<file path="src/rtl/dsd_mod.sv">
// Second-order delta-sigma modulator: signed PCM in, 1-bit DSD out, one bit every DIV+1 clocks.
// Latency 1 clk from tick sample to dsd; free-running, no backpressure. DSD_DITHER_EN adds LFSR dither.
`ifndef PCM_QUANT
`define PCM_QUANT 16
`endif

module dsd_mod #(
  parameter int PCM_W = `PCM_QUANT,
  parameter int DIV   = 0,
  parameter int GUARD = 4
) (
  input  logic                    clk,
  input  logic                    rst,
  input  logic signed [PCM_W-1:0] x,
  input  logic                    ovl_clr,
  output logic                    dsd,
  output logic                    dsd_stb,
  output logic                    ovl
);

  localparam int W  = PCM_W + GUARD;
  localparam int SW = W + 2;
  localparam int CW = (DIV > 0) ? $clog2(DIV + 1) : 1;

  localparam logic signed [SW-1:0] FS_P  = {{(SW-PCM_W){1'b0}}, 1'b1, {(PCM_W-1){1'b0}}};
  localparam logic signed [SW-1:0] FS_N  = -FS_P;
  localparam logic signed [SW-1:0] I_MAX = {3'b000, {(W-1){1'b1}}};
  localparam logic signed [SW-1:0] I_MIN = {3'b111, {(W-1){1'b0}}};
  localparam logic signed [SW-1:0] ZERO  = '0;

  logic [CW-1:0]        div_cnt_q, div_cnt_d;
  logic signed [W-1:0]  i1_q, i1_d, i2_q, i2_d;
  logic                 dsd_q, dsd_d, stb_q, stb_d, ovl_q, ovl_d;
  logic                 tick, clamp;
  logic signed [SW-1:0] fb, x_e, s1, s1_sat, s2, s2_sat, d_e, q_sum;

`ifdef DSD_DITHER_EN
  logic [15:0]          lfsr_q, lfsr_d;
  logic signed [SW-1:0] d_raw;

  // Dither only biases the quantizer decision; it never enters the integrators.
  always_comb begin
    d_raw  = {{(SW-4){lfsr_q[3]}}, lfsr_q[3:0]};
    d_e    = d_raw <<< (PCM_W - 6);
    lfsr_d = tick ? {lfsr_q[0] ^ lfsr_q[2] ^ lfsr_q[3] ^ lfsr_q[5], lfsr_q[15:1]} : lfsr_q;
  end

  always_ff @(posedge clk or posedge rst) begin
    if (rst) lfsr_q <= 16'hACE1;
    else     lfsr_q <= lfsr_d;
  end
`else
  assign d_e = '0;
`endif

  always_comb begin
    tick      = (div_cnt_q == CW'(DIV));
    div_cnt_d = tick ? '0 : div_cnt_q + CW'(1);
    fb        = dsd_q ? FS_P : FS_N;
    x_e       = {{(SW-PCM_W){x[PCM_W-1]}}, x};
    s1        = {{2{i1_q[W-1]}}, i1_q} + x_e - fb;
    s1_sat    = (s1 > I_MAX) ? I_MAX : ((s1 < I_MIN) ? I_MIN : s1);
    s2        = {{2{i2_q[W-1]}}, i2_q} + s1_sat - fb;
    s2_sat    = (s2 > I_MAX) ? I_MAX : ((s2 < I_MIN) ? I_MIN : s2);
    q_sum     = s2_sat + d_e;
    clamp     = (s1 != s1_sat) || (s2 != s2_sat);
    i1_d      = i1_q;
    i2_d      = i2_q;
    dsd_d     = dsd_q;
    if (tick) begin
      i1_d  = s1_sat[W-1:0];
      i2_d  = s2_sat[W-1:0];
      dsd_d = (q_sum >= ZERO);
    end
    stb_d = tick;
    // A clamp in the same cycle as a clear keeps the flag set.
    ovl_d = (tick && clamp) ? 1'b1 : (ovl_clr ? 1'b0 : ovl_q);
  end

  always_ff @(posedge clk or posedge rst) begin
    if (rst) begin
      div_cnt_q <= '0;
      i1_q      <= '0;
      i2_q      <= '0;
      dsd_q     <= 1'b0;
      stb_q     <= 1'b0;
      ovl_q     <= 1'b0;
    end else begin
      div_cnt_q <= div_cnt_d;
      i1_q      <= i1_d;
      i2_q      <= i2_d;
      dsd_q     <= dsd_d;
      stb_q     <= stb_d;
      ovl_q     <= ovl_d;
    end
  end

  assign dsd     = dsd_q;
  assign dsd_stb = stb_q;
  assign ovl     = ovl_q;

endmodule
</file>
<file path="config.mk">
export PLATFORM = sky130hd
export DESIGN_NAME = dsd_mod
export DESIGN_NICKNAME = d
export VERILOG_FILES = /design/src/rtl/dsd_mod.sv
export SDC_FILE = /design/constraint.sdc
export NUM_CORES = 1
export LEC_CHECK = 0
export CAP_MARGIN = 10
export CORE_AREA = 2 2 89 91
export DETAILED_ROUTE_END_ITERATION = 7
export DIE_AREA = 0 0 91 93
export GPL_ROUTABILITY_DRIVEN = 0
export MAX_ROUTING_LAYER = met4
export PLACE_DENSITY = 0.85
export SKIP_CTS_REPAIR_TIMING = 1
export SKIP_LAST_GASP = 1
export SYNTH_ARGS = -nofsm -noshare
export SYNTH_HDL_FRONTEND = slang
export SYNTH_SLANG_ARGS = --single-unit
</file>
<file path="constraint.sdc">
create_clock -name clk -period 19.2 [get_ports clk]
set_input_delay 1.92 -clock clk [delete_from_list [all_inputs] [get_ports clk]]
set_output_delay 1.92 -clock clk [all_outputs]
set_load 0.005 [all_outputs]
</file>
# Yosys cells after proc, flatten, opt, wreduce, memory -nomap -nowiden
# Index checks and enable logic that the tools add are counted.
# W data, S select, Z words.
dict set report totals {
  inputBits 19
  out_inout_bits 3
  reg_bits 44
}
dict set report classes {
  muxes 8
  n_bitwise 1
  n_reduce_logical 3
  n_eq_ne 2
  magnitude_cmp 5
  n_addsub 5
}
# op n
set op_table {}
lappend op_table {{$mux W22} 5}
lappend op_table {{$gt A22 B20 Y1 const B} 2}
lappend op_table {{$lt A22 B20 Y1 const B} 2}
lappend op_table {{$ne A22 B22 Y1} 2}
lappend op_table {{$sub A22 B22 Y22} 2}
lappend op_table {{$add A22 B22 Y22} 1}
lappend op_table {{$ge A22 B1 Y1 const B} 1}
lappend op_table {{$add A20 B16 Y21} 1}
lappend op_table {{$mux W1} 3}
lappend op_table {{$reduce_bool A2 Y1} 1}
lappend op_table {{$add A1 B1 Y1 const B} 1}
lappend op_table {{$logic_and A1 B1 Y1} 1}
lappend op_table {{$logic_or A1 B1 Y1} 1}
lappend op_table {{$not A1 Y1} 1}

# Longest topological paths before layout
dict set report depth {
  word_depth 14
  depth_mapped 45
  mapped_depth_nobuf 44
}

# Least setup slack after synthesis
# No wires, ideal clock.
dict set report synth_timing {
  path_kind {input to register}
  start {input x[0]}
  end {register i2_q[10]}
  slack_ns 9.722
  arrival_time_ns 9.345
  required_time_ns 19.067
  path_buffers 3
  setup_ns 0.133
  cell_stages 43
  cell_sequence {ha_1 -> inv_1 -> fa_1 -> nor2b_1 -> o21ai_0 -> a21oi_1 -> o21ai_0 -> a21oi_1 -> nor2_1 -> o21ai_0 -> o41ai_1 -> o21ai_0 -> o21a_1 -> nor2_1 -> xnor2_1 -> ha_1 -> nand4_1 -> nor2_1 -> [7 not listed] -> or2_2 -> nand2_1 -> ha_1 -> nor2b_1 -> o31a_1 -> o31ai_1 -> a21o_1 -> nor3_1 -> o21ai_0 -> o21bai_1 -> a21oi_1 -> xnor2_1 -> and2_1 -> nand2b_1 -> ha_1 -> buf_1 -> clkbuf_1 -> o21ai_0}
}
dict set report synth_between {
  elab_chain_len 10
  elab_cells_between_ends 12
}
# item line
set synth_lines {}
lappend synth_lines {{from (decl)} 14} ;# input logic signed [PCM_W-1:0] x,
lappend synth_lines {{$add A20 B16 Y21 (*)} 61} ;# s1 = {{2{i1_q[W-1]}}, i1_q} + x_e - fb;
lappend synth_lines {{$sub A22 B22 Y22 (*)} 61}
lappend synth_lines {{$lt A22 B20 Y1} 62} ;# s1_sat = (s1 > I_MAX) ? I_MAX : ((s1 < I_MIN) ? I_MIN : s1);
lappend synth_lines {{$mux W22} 62}
lappend synth_lines {{$mux W22 (*)} 62}
lappend synth_lines {{net s1_sat[2]} 35} ;# logic signed [SW-1:0] fb, x_e, s1, s1_sat, s2, s2_sat, d_e, q_sum;
lappend synth_lines {{$add A22 B22 Y22 (*)} 63} ;# s2 = {{2{i2_q[W-1]}}, i2_q} + s1_sat - fb;
lappend synth_lines {{$sub A22 B22 Y22 (*)} 63}
lappend synth_lines {{$lt A22 B20 Y1} 64} ;# s2_sat = (s2 > I_MAX) ? I_MAX : ((s2 < I_MIN) ? I_MIN : s2);
lappend synth_lines {{$mux W22} 64}
lappend synth_lines {{$mux W22 (*)} 64}
lappend synth_lines {{net q_sum[10]} 35}
lappend synth_lines {{to (signal assigned)} 91} ;# i2_q <= i2_d;
lappend synth_lines {{to (decl)} 32} ;# logic signed [W-1:0] i1_q, i1_d, i2_q, i2_d;
# Mark *: on every way through the listed nets, which the timed path passes. The rest lies on a longest branch.
# A chain may end at the register's enable or synchronous reset.

# Final worst setup path
dict set report layout_timing {
  start {input x[0]}
  end {register ovl_q, in the netlist ovl}
}
dict set report layout_between {
  elab_chain_len 14
  elab_cells_between_ends 18
}
# item line
set layout_lines {}
lappend layout_lines {{$add A20 B16 Y21 (*)} 61}
lappend layout_lines {{$sub A22 B22 Y22 (*)} 61}
lappend layout_lines {{$lt A22 B20 Y1} 62}
lappend layout_lines {{$mux W22} 62}
lappend layout_lines {{$mux W22 (*)} 62}
lappend layout_lines {{net s1_sat[1]} 35}
lappend layout_lines {{$add A22 B22 Y22} 63}
lappend layout_lines {{$sub A22 B22 Y22} 63}
lappend layout_lines {{$lt A22 B20 Y1} 64}
lappend layout_lines {{$mux W22 (2 in a row)} 64}
lappend layout_lines {{$ne A22 B22 Y1} 66} ;# clamp = (s1 != s1_sat) || (s2 != s2_sat);
lappend layout_lines {{$logic_or A1 B1 Y1 (*)} 66}
lappend layout_lines {{$logic_and A1 B1 Y1 (*)} 77} ;# ovl_d = (tick && clamp) ? 1'b1 : (ovl_clr ? 1'b0 : ovl_q);
lappend layout_lines {{$mux W1 / $reduce_bool A2 Y1 (equally long branches)} -}
lappend layout_lines {{to (signal assigned)} 94} ;# ovl_q <= ovl_d;
lappend layout_lines {{to (decl)} 33} ;# logic dsd_q, dsd_d, stb_q, stb_d, ovl_q, ovl_d;
# Marks and branches as above.

==> impl_metrics.env <==
export IMPL_status="complete, no violations"
export IMPL_grt_pass1_wl_um=18200
export IMPL_worst_pin_slew_ns=0.624
export IMPL_yosys_area_top_type="dfrtp_1"
export IMPL_floorplan_initialDensity=0.581
export IMPL_setup_viol=0
export IMPL_fin_worst_skew_ns=0.00853
export IMPL_relSlewSlack=0.584
export IMPL_grt_max_degree=44
export IMPL_max_freq_mhz=89.7
export IMPL_fp_coreArea_mm2=0.00753
export IMPL_synth_enable_flop_cells=0
export IMPL_ios=22
export IMPL_crit_type="input port to flip-flop"
export IMPL_grt_overflow_total=0
export IMPL_synth_top_flop_cell="dfrtp_1"
export IMPL_synthTopCellsByArea="dfrtp_1 25%, ha_1 15%, o21ai_0 6.6%, nand2_1 4.5%, xnor2_1 4.2%"
export IMPL_clockBufferDepth=2
export IMPL_cts_sinks=43
export IMPL_crit_path_end="ovl"
export IMPL_worstPathMaxFanout=22
export IMPL_die_w_um=91
export IMPL_r2r_start="i1_q[0]"
export IMPL_cp_data_required_time_ns=19.44
export IMPL_yosys_area_top_type_share=0.246
export IMPL_cts_buffers=5
export IMPL_use_met2=0.470
export IMPL_start_kind="input port"
export IMPL_slowest_delay_ns=0.63
export IMPL_wl_per_cell_um=16.7
export IMPL_critical_path_arrival_ns=11.38
export IMPL_setup_tns_ns=0
export IMPL_antenna_found_initial=0
export IMPL_hold_violations=0
export IMPL_end_kind="flip-flop"
export IMPL_cts_htree_levels=2
export IMPL_syn_cell_area_mm2=0.00438
export IMPL_drive_above_1_share=0.0693
export IMPL_fin_crit_ns=11.15
export IMPL_die_area_mm2=0.00846
export IMPL_synthArstFlopShare=1.00
export IMPL_rr_endpoint="ovl"
export IMPL_synth_common_cells="58 x o21ai_0, 52 x ha_1, 52 x nand2_1"
export IMPL_fin_nets=626
export IMPL_fp_dieH_um=93
export IMPL_period_share=0.581
export IMPL_drc_errors=0
export IMPL_layoutNonFillerInstCount=650
export IMPL_grt_busiest_layer="met2"
export IMPL_grt_pass1_vias=3968
export IMPL_hold_class="flip-flop to flip-flop"
export IMPL_use_met3=0.0250
export IMPL_port_buffers=21
export IMPL_place_hpwl_um=8530
export IMPL_drv_cap=0
export IMPL_diodes=0
export IMPL_finalWirelength_um=10800
export IMPL_syn_num_nets=607
export IMPL_dp_cells=642
export IMPL_grtUsageTotal=0.270
export IMPL_syn2layout_area_growth_pct=9.49
export IMPL_grt_use_met1=0.334
export IMPL_tritoncts="built"
export IMPL_path_clk_slew_ns=0.08
export IMPL_crit_slowest_cell="ha_1"
export IMPL_yosysMostFrequentCell="o21ai_0"
export IMPL_vias_per_cell=6.08
export IMPL_drt_iter0_drc=176
export IMPL_syn_area_per_cell_um2=8.27
export IMPL_firstDrtPassIters=6
export IMPL_yosys_warnings=0
export IMPL_cts_root_buf="clkbuf_8"
export IMPL_cp_startpoint="x[0]"
export IMPL_syn_instance_count=529
export IMPL_final_util=0.636
export IMPL_r2r_cells=42
export IMPL_slew_viol_final=0
export IMPL_ys_seq_elements=43
export IMPL_clk_latency_ns=0.30
export IMPL_rsz0062_at_grt="false"
export IMPL_placementRows=32
export IMPL_r2r_slack_ns=9.76
export IMPL_ys_seq_area_frac=0.246
export IMPL_final_antenna_net_count=0
export IMPL_vias=3953
export IMPL_synth_cell_types=64
export IMPL_fill_cells=631
==> state kept, by name (all words and copies together) (netlist names) <==
signal   cells
dsd          1
dsd_stb      1
i2_q        20
i1_q        20
ovl          1
==> cell type report <==
cell class              instances  area [um2]  share of cell area
inverters                      40         150              0.0313
flip-flops and latches         43        1080               0.225
clock inverters                 1        30.0             0.00627
repair buffers                 24         233              0.0486
clock buffers                   6        72.6              0.0151
well taps                     102         128              0.0266
multi-input cells             434        3100               0.647
==> critical path, delay by kind of cell <==
kind | cells | cell delay, ns
simple gates | 16 | 2.41
xor+xnor | 3 | 0.46
buf+inv | 3 | 0.65
fa+ha+maj | 6 | 2.35
compound gates | 15 | 3.61
==> cell families (layout without fill, tap and decap cells) <==
group / Yosys count / after routing / synth area share
fa+ha+maj: 59 / 59 / 0.181
compound gates: 169 / 169 / 0.248
xor+xnor: 38 / 38 / 0.0795
buf+inv: 52 / 71 / 0.0452
mux: 3 / 3 / 0.00829
flops: 43 / 43 / 0.246
other cells: 1 / 1 / 0.000857
simple gates: 164 / 164 / 0.192
==> metal layers <==
metal  part of all wire  routed length, um
met1               0.43               4700
met2               0.50               5370
met3              0.049                534
met4              0.021                223
met5                  0                  0
==> per-stage QoR <==
| stage | instance area, um2 | hold slack, ns | setup slack (ns) |
|---|---|---|---|
| floorplan | 4380 | 0.615 | 9.72 |
| global placement | 4680 | 0.674 | 8.44 |
| detailed placement | 4680 | 0.680 | 7.96 |
| CTS | 4780 | 0.701 | 8.19 |
| global route | 4790 | 0.740 | 7.24 |
| finish | 4790 | 0.685 | 8.05 |
==> worst min-delay path by stage <==
stage	startpoint	to	cells past startpoint
floorplan	i2_q[0]	i2_q[0]	3
global placement	i2_q[0]	i2_q[0]	3
detailed placement	i2_q[0]	i2_q[0]	3
CTS	i2_q[0]	i2_q[0]	3
global route	i2_q[0]	i2_q[0]	3
finish	i2_q[0]	i2_q[0]	3
==> layout by cell type, fill, tap and decap left out, types with 2 or more instances in the layout <==
cell,synthesis,final
o21a_1,15,15
nand2b_1,8,8
clkdlybuf4s50_1,0,21
xnor2_1,21,21
a21oi_1,33,33
and2_1,2,2
buf_4,0,3
a21o_1,19,19
clkbuf_8,0,5
nor3_1,10,10
fa_1,7,7
nand2_1,52,52
ha_1,52,52
nor4_1,3,3
o21bai_1,5,5
xnor2_2,2,2
nand4_1,10,10
a21oi_2,2,2
or2_2,15,15
inv_1,40,39
nand3b_1,3,3
o21ai_0,58,58
xor2_1,15,15
o211ai_1,3,3
o41ai_1,2,2
or3_1,2,2
nor3b_1,3,3
o21ai_1,5,5
o31a_1,2,2
nor2b_1,10,10
dfrtp_1,43,43
a41oi_1,2,2
nor2_1,25,25
nand3_1,10,10
and3_1,6,6
and4_1,2,2
a211oi_1,3,3
Power is left out: the tool's default activity adds up to more than one toggle a clock period on the data nets, which glitch-free logic cannot reach.
==> patch (same flow settings) <==
Build with the macro `DSD_DITHER_EN` defined.
--- a/src/rtl/dsd_mod.sv
+++ b/src/rtl/dsd_mod.sv
@@ -2,2 +2,4 @@
 // Latency 1 clk from tick sample to dsd; free-running, no backpressure. DSD_DITHER_EN adds LFSR dither.
+`define DSD_DITHER_EN
+
 `ifndef PCM_QUANT
Formal check against the unedited RTL: not equivalent (Yosys sat finds a counterexample within 4 cycles, from zero or initial values and one cycle with rst high).
==> patch against the unedited design <==
- worst setup slack lost 1600 ps
- cell count increased by 3.5%
- design area grew 15%
- area after synthesis increased by 14%
- wire length grew 2.4%
- maximum frequency is 12% lower
- sequential cell count rose by 16
- non-clock buffer count decreased by 1
- first-iteration DRC count grew 17%
- synthesized cell count rose by 2.1%
- count of clock-buffer cells in the layout rose by 4
- clock skew grew 1.1 ps
Power is not shown: default switching activity piles up to over one toggle a cycle in this logic, so the estimate is an artifact.
==> patch: results <==
metrics = {
    "route": {
        "firstDrtPassIters": 5,
        "drt_iter0_drc": 206,
        "wl_um": 11090,
        "wl_met1_um": 5186,
        "met2WireLength_um": 5139,
        "wire_per_inst_um": 16.47,
        "route.met3.wl_um": 518,
        "vias_per_cell": 6.083,
    },
    "yosys": {
        "seq_area_frac_synth_pct": 29.75,
        "synth.area.top_cells": "dfrtp_1 (26%), ha_1 (16%), xor2_1 (4.6%)",
        "synth_nets": 629,
        "synth-compound-area-share_pct": 24.84,
        "syn_area_per_cell_um2": 9.252,
        "synth-xor-area-share_pct": 8.590,
        "synth_fa_ha_area_share_pct": 18.58,
        "synth.area.mux_share_pct": 0,
        "synth_cell_type_count": 68,
        "yosys-top-cells-count": "ha_1 (63), dfrtp_1 (51), inv_1 (34), nand2_1 (34)",
    },
    "critical_path": {
        "max_stage_delay_ps": 690,
        "r2r_start": "i1_q[0]",
        "path_max_fanout": 23,
        "r2r_slack_ps": 8200,
        "ff2ff_path_depth": 46,
        "critPathCapture": "dsd",
    },
    "worst_hold_path": {
        "hold_start": "lfsr_q[4]",
        "hold_depth": 0,
    },
    "finish": {
        "nNetsFinal": 655,
        "largestRegisters": "i1_q (20), i2_q (20), lfsr_q (16)",
        "drive_gt1_share_pct": 9.982,
        "fillerInstances": 577,
        "seqCellArea_um2": 1486,
    },
    "place": {
        "place_ws_ps": 6200,
        "placed_cell_area_um2": 5314,
        "dp_hpwl_um": 8797,
    },
    "sta": {
        "slew_headroom_pct": 44.92,
        "finClkSkew_ps": 9.587,
        "post-route-period-util_pct": 66.34,
    },
    "global_route": {
        "grt_util_all_layers_pct": 29.06,
        "antenna_found_initial": 0,
        "grt_pass1_vias": 4144,
        "grt_max_degree": 60,
        "grt_first_pass_wirelength_um": 19210,
    },
    "clocking": {
        "cts_buffers": 9,
        "insertion_delay_ps": 360,
        "h-tree-depth": 3,
    },
    "status": {
        "status": "finished clean",
    },
}
[patch: changes by cell type after synthesis, sizes merged, moves of 6 or more]
| cell | delta |
|---|---|
| nand2b | +6 |
| dfstp | +8 |
| ha | +11 |
| o211ai | +6 |
| xor2 | +11 |
| o21ai | -12 |
| dfrtp | +8 |
| nand2 | -18 |
[patch: per-layer routing]
metal  vias to the layer above  GRT usage [%]
met5                         -              -
met4                         0          9.975
li1                       2024              -
met2                       120          45.86
met1                      1926          38.30
met3                        24          5.157
[patch: layout make-up]
class | count | area share (%)
clock buffer | 10 | 2.503
timing repair buffer | 23 | 4.096
sequential | 59 | 27.03
clock inverter | 6 | 0.8646
tap | 102 | 2.321
inverter | 36 | 2.457
multi-input combinational | 437 | 60.73
[patch: worst register-to-register path, delay by kind of cell (launching register included)]
| family | cells | cell delay, ps |
|---|---|---|
| xor+xnor | 4 | 700 |
| simple gates | 10 | 1820 |
| fa+ha+maj | 7 | 3140 |
| compound gates | 24 | 4850 |
| buf+inv | 1 | 80 |
| flops | 1 | 340 |
